**src/rtl/clint_prio.sv**
```systemverilog
// rtl/clint_prio.sv - core-local interrupt controller with per-source masking and trap-entry CSR sequencing
module clint_prio #(
    parameter int NUM_IRQ        = 8,
    parameter int IRQ_CAUSE_BASE = 16,
    parameter bit VECTORED_EN    = 1'b1
) (
    input  logic               clk,
    input  logic               rst,
    input  logic [NUM_IRQ-1:0] irq_i,
    input  logic [NUM_IRQ-1:0] irq_en_i,
    input  logic [31:0]        inst_i,
    input  logic [31:0]        inst_addr_i,
    input  logic               jump_flag_i,
    input  logic [31:0]        jump_addr_i,
    input  logic               global_int_en_i,
    input  logic [31:0]        csr_mtvec,
    input  logic [31:0]        csr_mepc,
    input  logic [31:0]        csr_mstatus,
    output logic               hold_flag_o,
    output logic               we_o,
    output logic [31:0]        waddr_o,
    output logic [31:0]        data_o,
    output logic               int_assert_o,
    output logic [31:0]        int_addr_o,
    output logic [NUM_IRQ-1:0] irq_claim_o
);

    localparam logic [31:0] INST_ECALL  = 32'h0000_0073;
    localparam logic [31:0] INST_EBREAK = 32'h0010_0073;
    localparam logic [31:0] INST_MRET   = 32'h3020_0073;
    localparam logic [31:0] CSR_MSTATUS = 32'h0000_0300;
    localparam logic [31:0] CSR_MEPC    = 32'h0000_0341;
    localparam logic [31:0] CSR_MCAUSE  = 32'h0000_0342;

    typedef enum logic [2:0] {
        S_IDLE,
        S_MEPC,
        S_MSTATUS,
        S_MCAUSE,
        S_JUMP,
        S_MRET,
        S_JUMP_MRET
    } state_t;

    state_t             state;
    state_t             state_nxt;
    logic [NUM_IRQ-1:0] pend;
    logic [NUM_IRQ-1:0] pend_act;
    logic [3:0]         win_k;
    logic               win_found;
    logic               req_sync;
    logic               req_async;
    logic               req_mret;
    logic [31:0]        epc_q;
    logic [31:0]        cause_q;
    logic               async_q;
    logic [3:0]         k_q;
    logic [31:0]        vec_base;

    // Descending scan so the lowest set index is the last one written.
    always_comb begin
        pend_act  = pend & irq_en_i;
        win_found = 1'b0;
        win_k     = 4'd0;
        for (int i = NUM_IRQ - 1; i >= 0; i--) begin
            if (pend_act[i]) begin
                win_found = 1'b1;
                win_k     = 4'(i);
            end
        end
    end

    assign req_sync  = (inst_i == INST_ECALL) || (inst_i == INST_EBREAK);
    assign req_async = global_int_en_i && win_found;
    assign req_mret  = (inst_i == INST_MRET);

    always_comb begin
        state_nxt = state;
        case (state)
            S_IDLE: begin
                if (req_sync || req_async) begin
                    state_nxt = S_MEPC;
                end else if (req_mret) begin
                    state_nxt = S_MRET;
                end
            end
            S_MEPC:      state_nxt = S_MSTATUS;
            S_MSTATUS:   state_nxt = S_MCAUSE;
            S_MCAUSE:    state_nxt = S_JUMP;
            S_JUMP:      state_nxt = S_IDLE;
            S_MRET:      state_nxt = S_JUMP_MRET;
            S_JUMP_MRET: state_nxt = S_IDLE;
            default:     state_nxt = S_IDLE;
        endcase
    end

    assign vec_base = {csr_mtvec[31:2], 2'b00};

    always_comb begin
        hold_flag_o  = (state != S_IDLE) || req_sync || req_async || req_mret;
        we_o         = 1'b0;
        waddr_o      = 32'd0;
        data_o       = 32'd0;
        int_assert_o = 1'b0;
        int_addr_o   = 32'd0;
        irq_claim_o  = '0;
        case (state)
            S_MEPC: begin
                we_o    = 1'b1;
                waddr_o = CSR_MEPC;
                data_o  = epc_q;
            end
            S_MSTATUS: begin
                we_o      = 1'b1;
                waddr_o   = CSR_MSTATUS;
                data_o    = csr_mstatus;
                data_o[7] = csr_mstatus[3];
                data_o[3] = 1'b0;
            end
            S_MCAUSE: begin
                we_o    = 1'b1;
                waddr_o = CSR_MCAUSE;
                data_o  = cause_q;
            end
            S_JUMP: begin
                int_assert_o = 1'b1;
                int_addr_o   = vec_base;
                // Vectored offset applies to interrupts only; exceptions always use the base.
                if (VECTORED_EN && (csr_mtvec[1:0] == 2'b01) && async_q) begin
                    int_addr_o = vec_base + {cause_q[29:0], 2'b00};
                end
                if (async_q) begin
                    for (int i = 0; i < NUM_IRQ; i++) begin
                        irq_claim_o[i] = (k_q == 4'(i));
                    end
                end
            end
            S_MRET: begin
                we_o      = 1'b1;
                waddr_o   = CSR_MSTATUS;
                data_o    = csr_mstatus;
                data_o[3] = csr_mstatus[7];
                data_o[7] = 1'b1;
            end
            S_JUMP_MRET: begin
                int_assert_o = 1'b1;
                int_addr_o   = csr_mepc;
            end
            default: ;
        endcase
    end

    always_ff @(posedge clk) begin
        if (rst) begin
            state   <= S_IDLE;
            pend    <= '0;
            epc_q   <= 32'd0;
            cause_q <= 32'd0;
            async_q <= 1'b0;
            k_q     <= 4'd0;
        end else begin
            state <= state_nxt;
            pend  <= (pend & ~irq_claim_o) | irq_i;
            if (state == S_IDLE) begin
                if (req_sync) begin
                    epc_q   <= jump_flag_i ? (jump_addr_i - 32'd4) : inst_addr_i;
                    cause_q <= (inst_i == INST_ECALL) ? 32'd11 : 32'd3;
                    async_q <= 1'b0;
                end else if (req_async) begin
                    epc_q   <= jump_flag_i ? jump_addr_i : inst_addr_i;
                    cause_q <= {1'b1, 31'(IRQ_CAUSE_BASE) + 31'(win_k)};
                    async_q <= 1'b1;
                    k_q     <= win_k;
                end
            end
        end
    end

endmodule
```
**config.mk**
```make
export PLATFORM = sky130hd
export DESIGN_NAME = clint_prio
export DESIGN_NICKNAME = d
export VERILOG_FILES = /design/src/rtl/clint_prio.sv
export SDC_FILE = /design/constraint.sdc
export NUM_CORES = 1
export LEC_CHECK = 0
export BUFFER_PORTS_ARGS = -buffer_cell sky130_fd_sc_hd__buf_4
export CORE_AREA = 2 2 125 127
export CTS_CLUSTER_DIAMETER = 120
export DETAILED_ROUTE_END_ITERATION = 10
export DIE_AREA = 0 0 127 129
export PLACE_DENSITY_LB_ADDON = 0.1
export SLEW_MARGIN = 20
export SYNTH_ARGS = -nofsm -noshare
export SYNTH_HDL_FRONTEND = slang
export SYNTH_SLANG_ARGS = --single-unit
```
**constraint.sdc**
```tcl
create_clock -name clk -period 3.3 [get_ports clk]
set_clock_uncertainty 0.05 [all_clocks]
set_input_delay 0.33 -clock clk [delete_from_list [all_inputs] [get_ports clk]]
set_output_delay 0.33 -clock clk [all_outputs]
set_load 0.05 [all_outputs]
```
**Yosys cells after proc, flatten, opt, wreduce, memory -nomap -nowiden**

Cells that the tools add are included.

- Bits in writable memories: 0
- Logic and storage cells: 84
- Memories: 0
- Output and inout bits: 107
- Register bits after elaboration: 80
- Bits in latches: 0
- ROM bits: 0
- Bits of input ports: 212

- Reductions and logical operators: 16
- Multipliers: 0
- Div/mod/pow operators: 0
- Add/sub/neg operators: 3
- Equality and inequality tests: 18
- Bitwise gates (word level): 5
- Shifts and indexed selects: 0
- Muxes and demuxes: 36
- $lt $le $gt $ge: 0

Operators with widths:

| operator | number |
|---|---|
| $mux W32 | 7 |
| $pmux W32 S4 | 1 |
| $pmux W32 S2 | 1 |
| $add A32 B32 Y32 | 1 |
| $eq A32 B21 Y1 const B | 1 |
| $eq A32 B30 Y1 const B | 1 |
| $eq A32 B7 Y1 const B | 1 |
| $sub A32 B3 Y32 const B | 1 |
| $pmux W10 S3 | 1 |
| $mux W4 | 7 |
| $and A8 B8 Y8 | 2 |
| $eq A4 B3 Y1 const B | 4 |
| $mux W8 | 2 |
| $pmux W3 S5 | 1 |
| $mux W1 | 12 |
| $mux W3 | 4 |
| $eq A3 B3 Y1 const B | 3 |
| $eq A4 B2 Y1 const B | 2 |
| $not A8 Y8 | 1 |
| $or A8 B8 Y8 | 1 |
| $add A5 B4 Y6 const A | 1 |
| $eq A3 B2 Y1 const B | 2 |
| $logic_or A1 B1 Y1 | 5 |
| $eq A4 B1 Y1 const B | 1 |
| other kinds (13) | 15 |

**Depth between registers and ports, before layout**

- Depth in word-level cells: 13
- Gate-level depth with buffers: 9

**Least setup slack after synthesis**

OpenSTA, ideal clock, no wires.

- Path kind: reg2out
- Start point: register cause_q[1]
- End point: output int_addr_o[23]
- Buffers on the path: 1
- Slack: -0.048 ns
- Stages on the path, launching flop included: 9
- Required time: 2.920 ns
- Data arrival time: 2.968 ns
- Cells stage by stage: dfxtp_1 > ha_1 > a21o_1 > a21o_1 > a211oi_1 > clkbuf_1 > nor4b_1 > nand3_1 > nor3b_1

- Cells in the longest elaborated chain, start to end: 3

RTL lines:

| element | line | text |
|---|---|---|
| start, declared | 55 | `logic [31:0] cause_q;` |
| start signal, assigned | 167 | `cause_q <= (inst_i == INST_ECALL) ? 32'd11 : 32'd3;` |
| start signal, assigned | 171 | `cause_q <= {1'b1, 31'(IRQ_CAUSE_BASE) + 31'(win_k)};` |
| $add A32 B32 Y32 | 130 | `int_addr_o = vec_base + {cause_q[29:0], 2'b00};` |
| $mux W32 | 129 | `if (VECTORED_EN && (csr_mtvec[1:0] == 2'b01) && async_q) begin` |
| $pmux W32 S2 | 107 | `case (state)` |
| end, declared | 24 | `output logic [31:0] int_addr_o,` |

Every way passes these cells.

**Final worst setup path**

- Start point: register cause_q[0]
- End point: output int_addr_o[26]

The elaborated chain is that of the path after synthesis.

==> metrics.md <==
| Metric | Value |
|---|---|
| Outcome | `completed` |
| Post-synthesis cell area | `0.00514 sq mm` |
| Sequential area share after synthesis | `19.9%` |
| Global Route met3 Usage | `2.83%` |
| Multi-input logic area | `0.00374 sq mm` |
| Final hold vios | `0` |
| Later-pin clock latency in the skew report | `0.29 ns` |
| HPWL after DPL | `15,600 microns` |
| Register area | `0.00102 sq mm` |
| CTS clk-pin slew, worst paths | `0.07 ns` |
| Hold path depth | `3` |
| Initial antenna violation count | `0` |
| Final setup margin | `0.322 ns` |
| Synthesis-stage register bit count | `51` |
| RSZ-0062 raised after global routing | `no` |
| Final setup fails | `0` |
| Worst r2r path cells | `7` |
| Asr flop ratio synth | `0%` |
| Ranking of synthesized cells by area | `dfxtp_1, a21oi_1, xnor2_1` |
| Critical Path End Type | `primary output` |
| Yosys warnings | `0` |
| RR Endpoint | `epc_q[30]` |
| Setup bufs post-CTS | `0` |
| DIE HEIGHT | `129 microns` |
| Worst hold endpoint | `pend[4]` |
| Clock Path Buffers | `2` |
| Antenna diodes | `0` |
| Top-area cell type share of the netlist area | `19.9%` |
| H-tree depth | `2` |
| Layout overhead on the synthesized area | `47.0%` |
| GPL Wtd Cong | `0.891` |
| Worst setup SP type | `register` |
| Hold Path Class | `in2reg` |
| Std cell rows | `45` |
| R2r setup slk | `0.73 ns` |
| CTS Hold Bufs | `0` |
| Layout cells sized above 1 | `35.5%` |
| Met1 usage | `28.7%` |
| Gr usage total | `22.1%` |
| DIE AREA | `0.0164 sq mm` |
| Worst-margin pin slew | `0.706 ns` |
| Gr busiest metal | `met2` |
| Clock buffer count from CTS | `5` |
| Post-Place Setup Slack | `0.508 ns` |
| Ports | `319` |
| Critical path arrival | `2.60 ns` |
| Largest net degree at the start of global routing | `53` |
| Post-route ant nets | `0` |
| Slew Viols, Final | `0` |
| Setup tns final | `0 ns` |
| Max Cap Viol | `0` |
| Pwr/cell area | `462 mW/mm^2` |
| Final Net Count | `1,188` |
| TritonCTS sink count | `51` |
| Cts repair resizes | `0` |
| Post-synth top flop | `dfxtp_1` |
| DP Area | `0.00738 sq mm` |
| Yosys cell types | `67` |
| Post-layout util | `50.4%` |
| Core area | `0.0150 sq mm` |
| Worst r2r src | `pend[5]` |
| Hold slack | `0.198 ns` |
| Final Non-Filler Cells | `1,157` |
| DR vias | `6,132` |
| Top cell type by total area after synthesis | `dfxtp_1` |
| Most instantiated cells after synthesis | `a21oi_1, nand2_1, nor2_1` |
| Iter 0 DRT Violations | `295` |
| Port buffer count | `291` |
| Initial Util | `34.3%` |
| Final wirelength | `19,200 microns` |
| Worst rel slew slack | `52.7%` |
| Syn_area_per_cell | `7.30 sq um` |
| Fill count | `1,551` |
| # DRC | `0` |
| Clk root buf | `clkbuf_16` |
| Period utilization | `90.2%` |
| Cells after Synth | `704` |
| Fin area | `0.00755 sq mm` |
| Worst VDD drop | `0.196 mV` |
| CP required | `2.92 ns` |
| WL/cell | `16.6 microns` |
| DRT Pass-1 Iters | `6` |
| Total grt overflow | `0` |
| Hold Crit Start | `irq_i[4]` |
| First-pass GRT wire length | `29,400 microns` |
| CTS tree | `yes` |
| Fin crit period | `2.98 ns` |
| Die width | `127 microns` |
| CP Max Fanout | `12` |
| Placed insts | `1,150` |
| Critical path class | `reg2out` |
| Maximum clock frequency | `0.336 GHz` |
| EDFF count, synth | `0` |
| Leakage power | `3.33 nW` |
| Vias in the first global route | `5,853` |
| Met2 global-route usage | `38.9%` |
| Final Power | `3.48 mW` |
| Via-to-Cell Ratio | `5.30` |
-- sequential cells by signal, indices dropped and copies added (netlist names) --
register	flops
pend	8
cause_q	5
k_q	3
epc_q	32
state	3
-- cell type report --
class	count	area share, %
clock buffers	6	1.71
repair buffers	306	30.4
inverters	26	1.29
clock inverters	1	0.398
multi-input cells	579	49.5
well taps	188	3.12
flip-flops and latches	51	13.5
-- report_power, final --
part	internal (mW)	switching, mW	total, mW	leakage (nW)
clock network	0.354	0.228	0.582	0.0769
logic	0.702	1.39	2.09	2.83
registers	0.712	0.0957	0.807	0.419
-- worst max-delay path, cell delays in order, from the launching register on --
cell,delay [ns]
dfxtp_1,0.33
ha_1,0.21
fa_1,0.40
a21o_1,0.20
a21o_1,0.20
a21oi_1,0.15
buf_4,0.21
nor4_1,0.08
xnor2_1,0.14
a21oi_1,0.16
buf_4,0.22
-- placed cells by master (no fill, tap or decap), drive strengths merged, types with 27 or more instances in the layout --
cell   instances
dfxtp         51
nand2         67
buf          306
nor2          53
nand3         37
o21ai         44
xnor2         32
nor4          32
a21oi         68
a22o          27
conb          27
-- how the worst max path moves through the flow --
| stage | from | end | slack (ns) | cells past startpoint |
|---|---|---|---|---|
| 2_1_floorplan | state[0] | data_o[10] | 0.08 | 5 |
| 3_3_place_gp | csr_mtvec[2] | int_addr_o[26] | 0.51 | 11 |
| 3_5_place_dp | csr_mtvec[2] | int_addr_o[26] | 0.51 | 11 |
| 4_1_cts | cause_q[0] | int_addr_o[26] | 0.31 | 10 |
| 5_1_grt | cause_q[0] | int_addr_o[26] | 0.16 | 10 |
| 6_report | cause_q[0] | int_addr_o[26] | 0.32 | 10 |
-- per-layer routing --
metal  routed length (microns)  vias up
met2                      9210      239
met4                       338        0
met5                         0        -
li1                          -     3082
met1                      8370     2789
met3                      1260       22
-- cells by family after synthesis --
logic type	synth area share [%]
compound gates	25.1
xor+xnor	6.65
fa+ha+maj	1.85
buf+inv	9.55
flops	19.9
mux	3.51
other cells	0.0730
simple gates	33.3
Power figures use the tool's default switching activity.
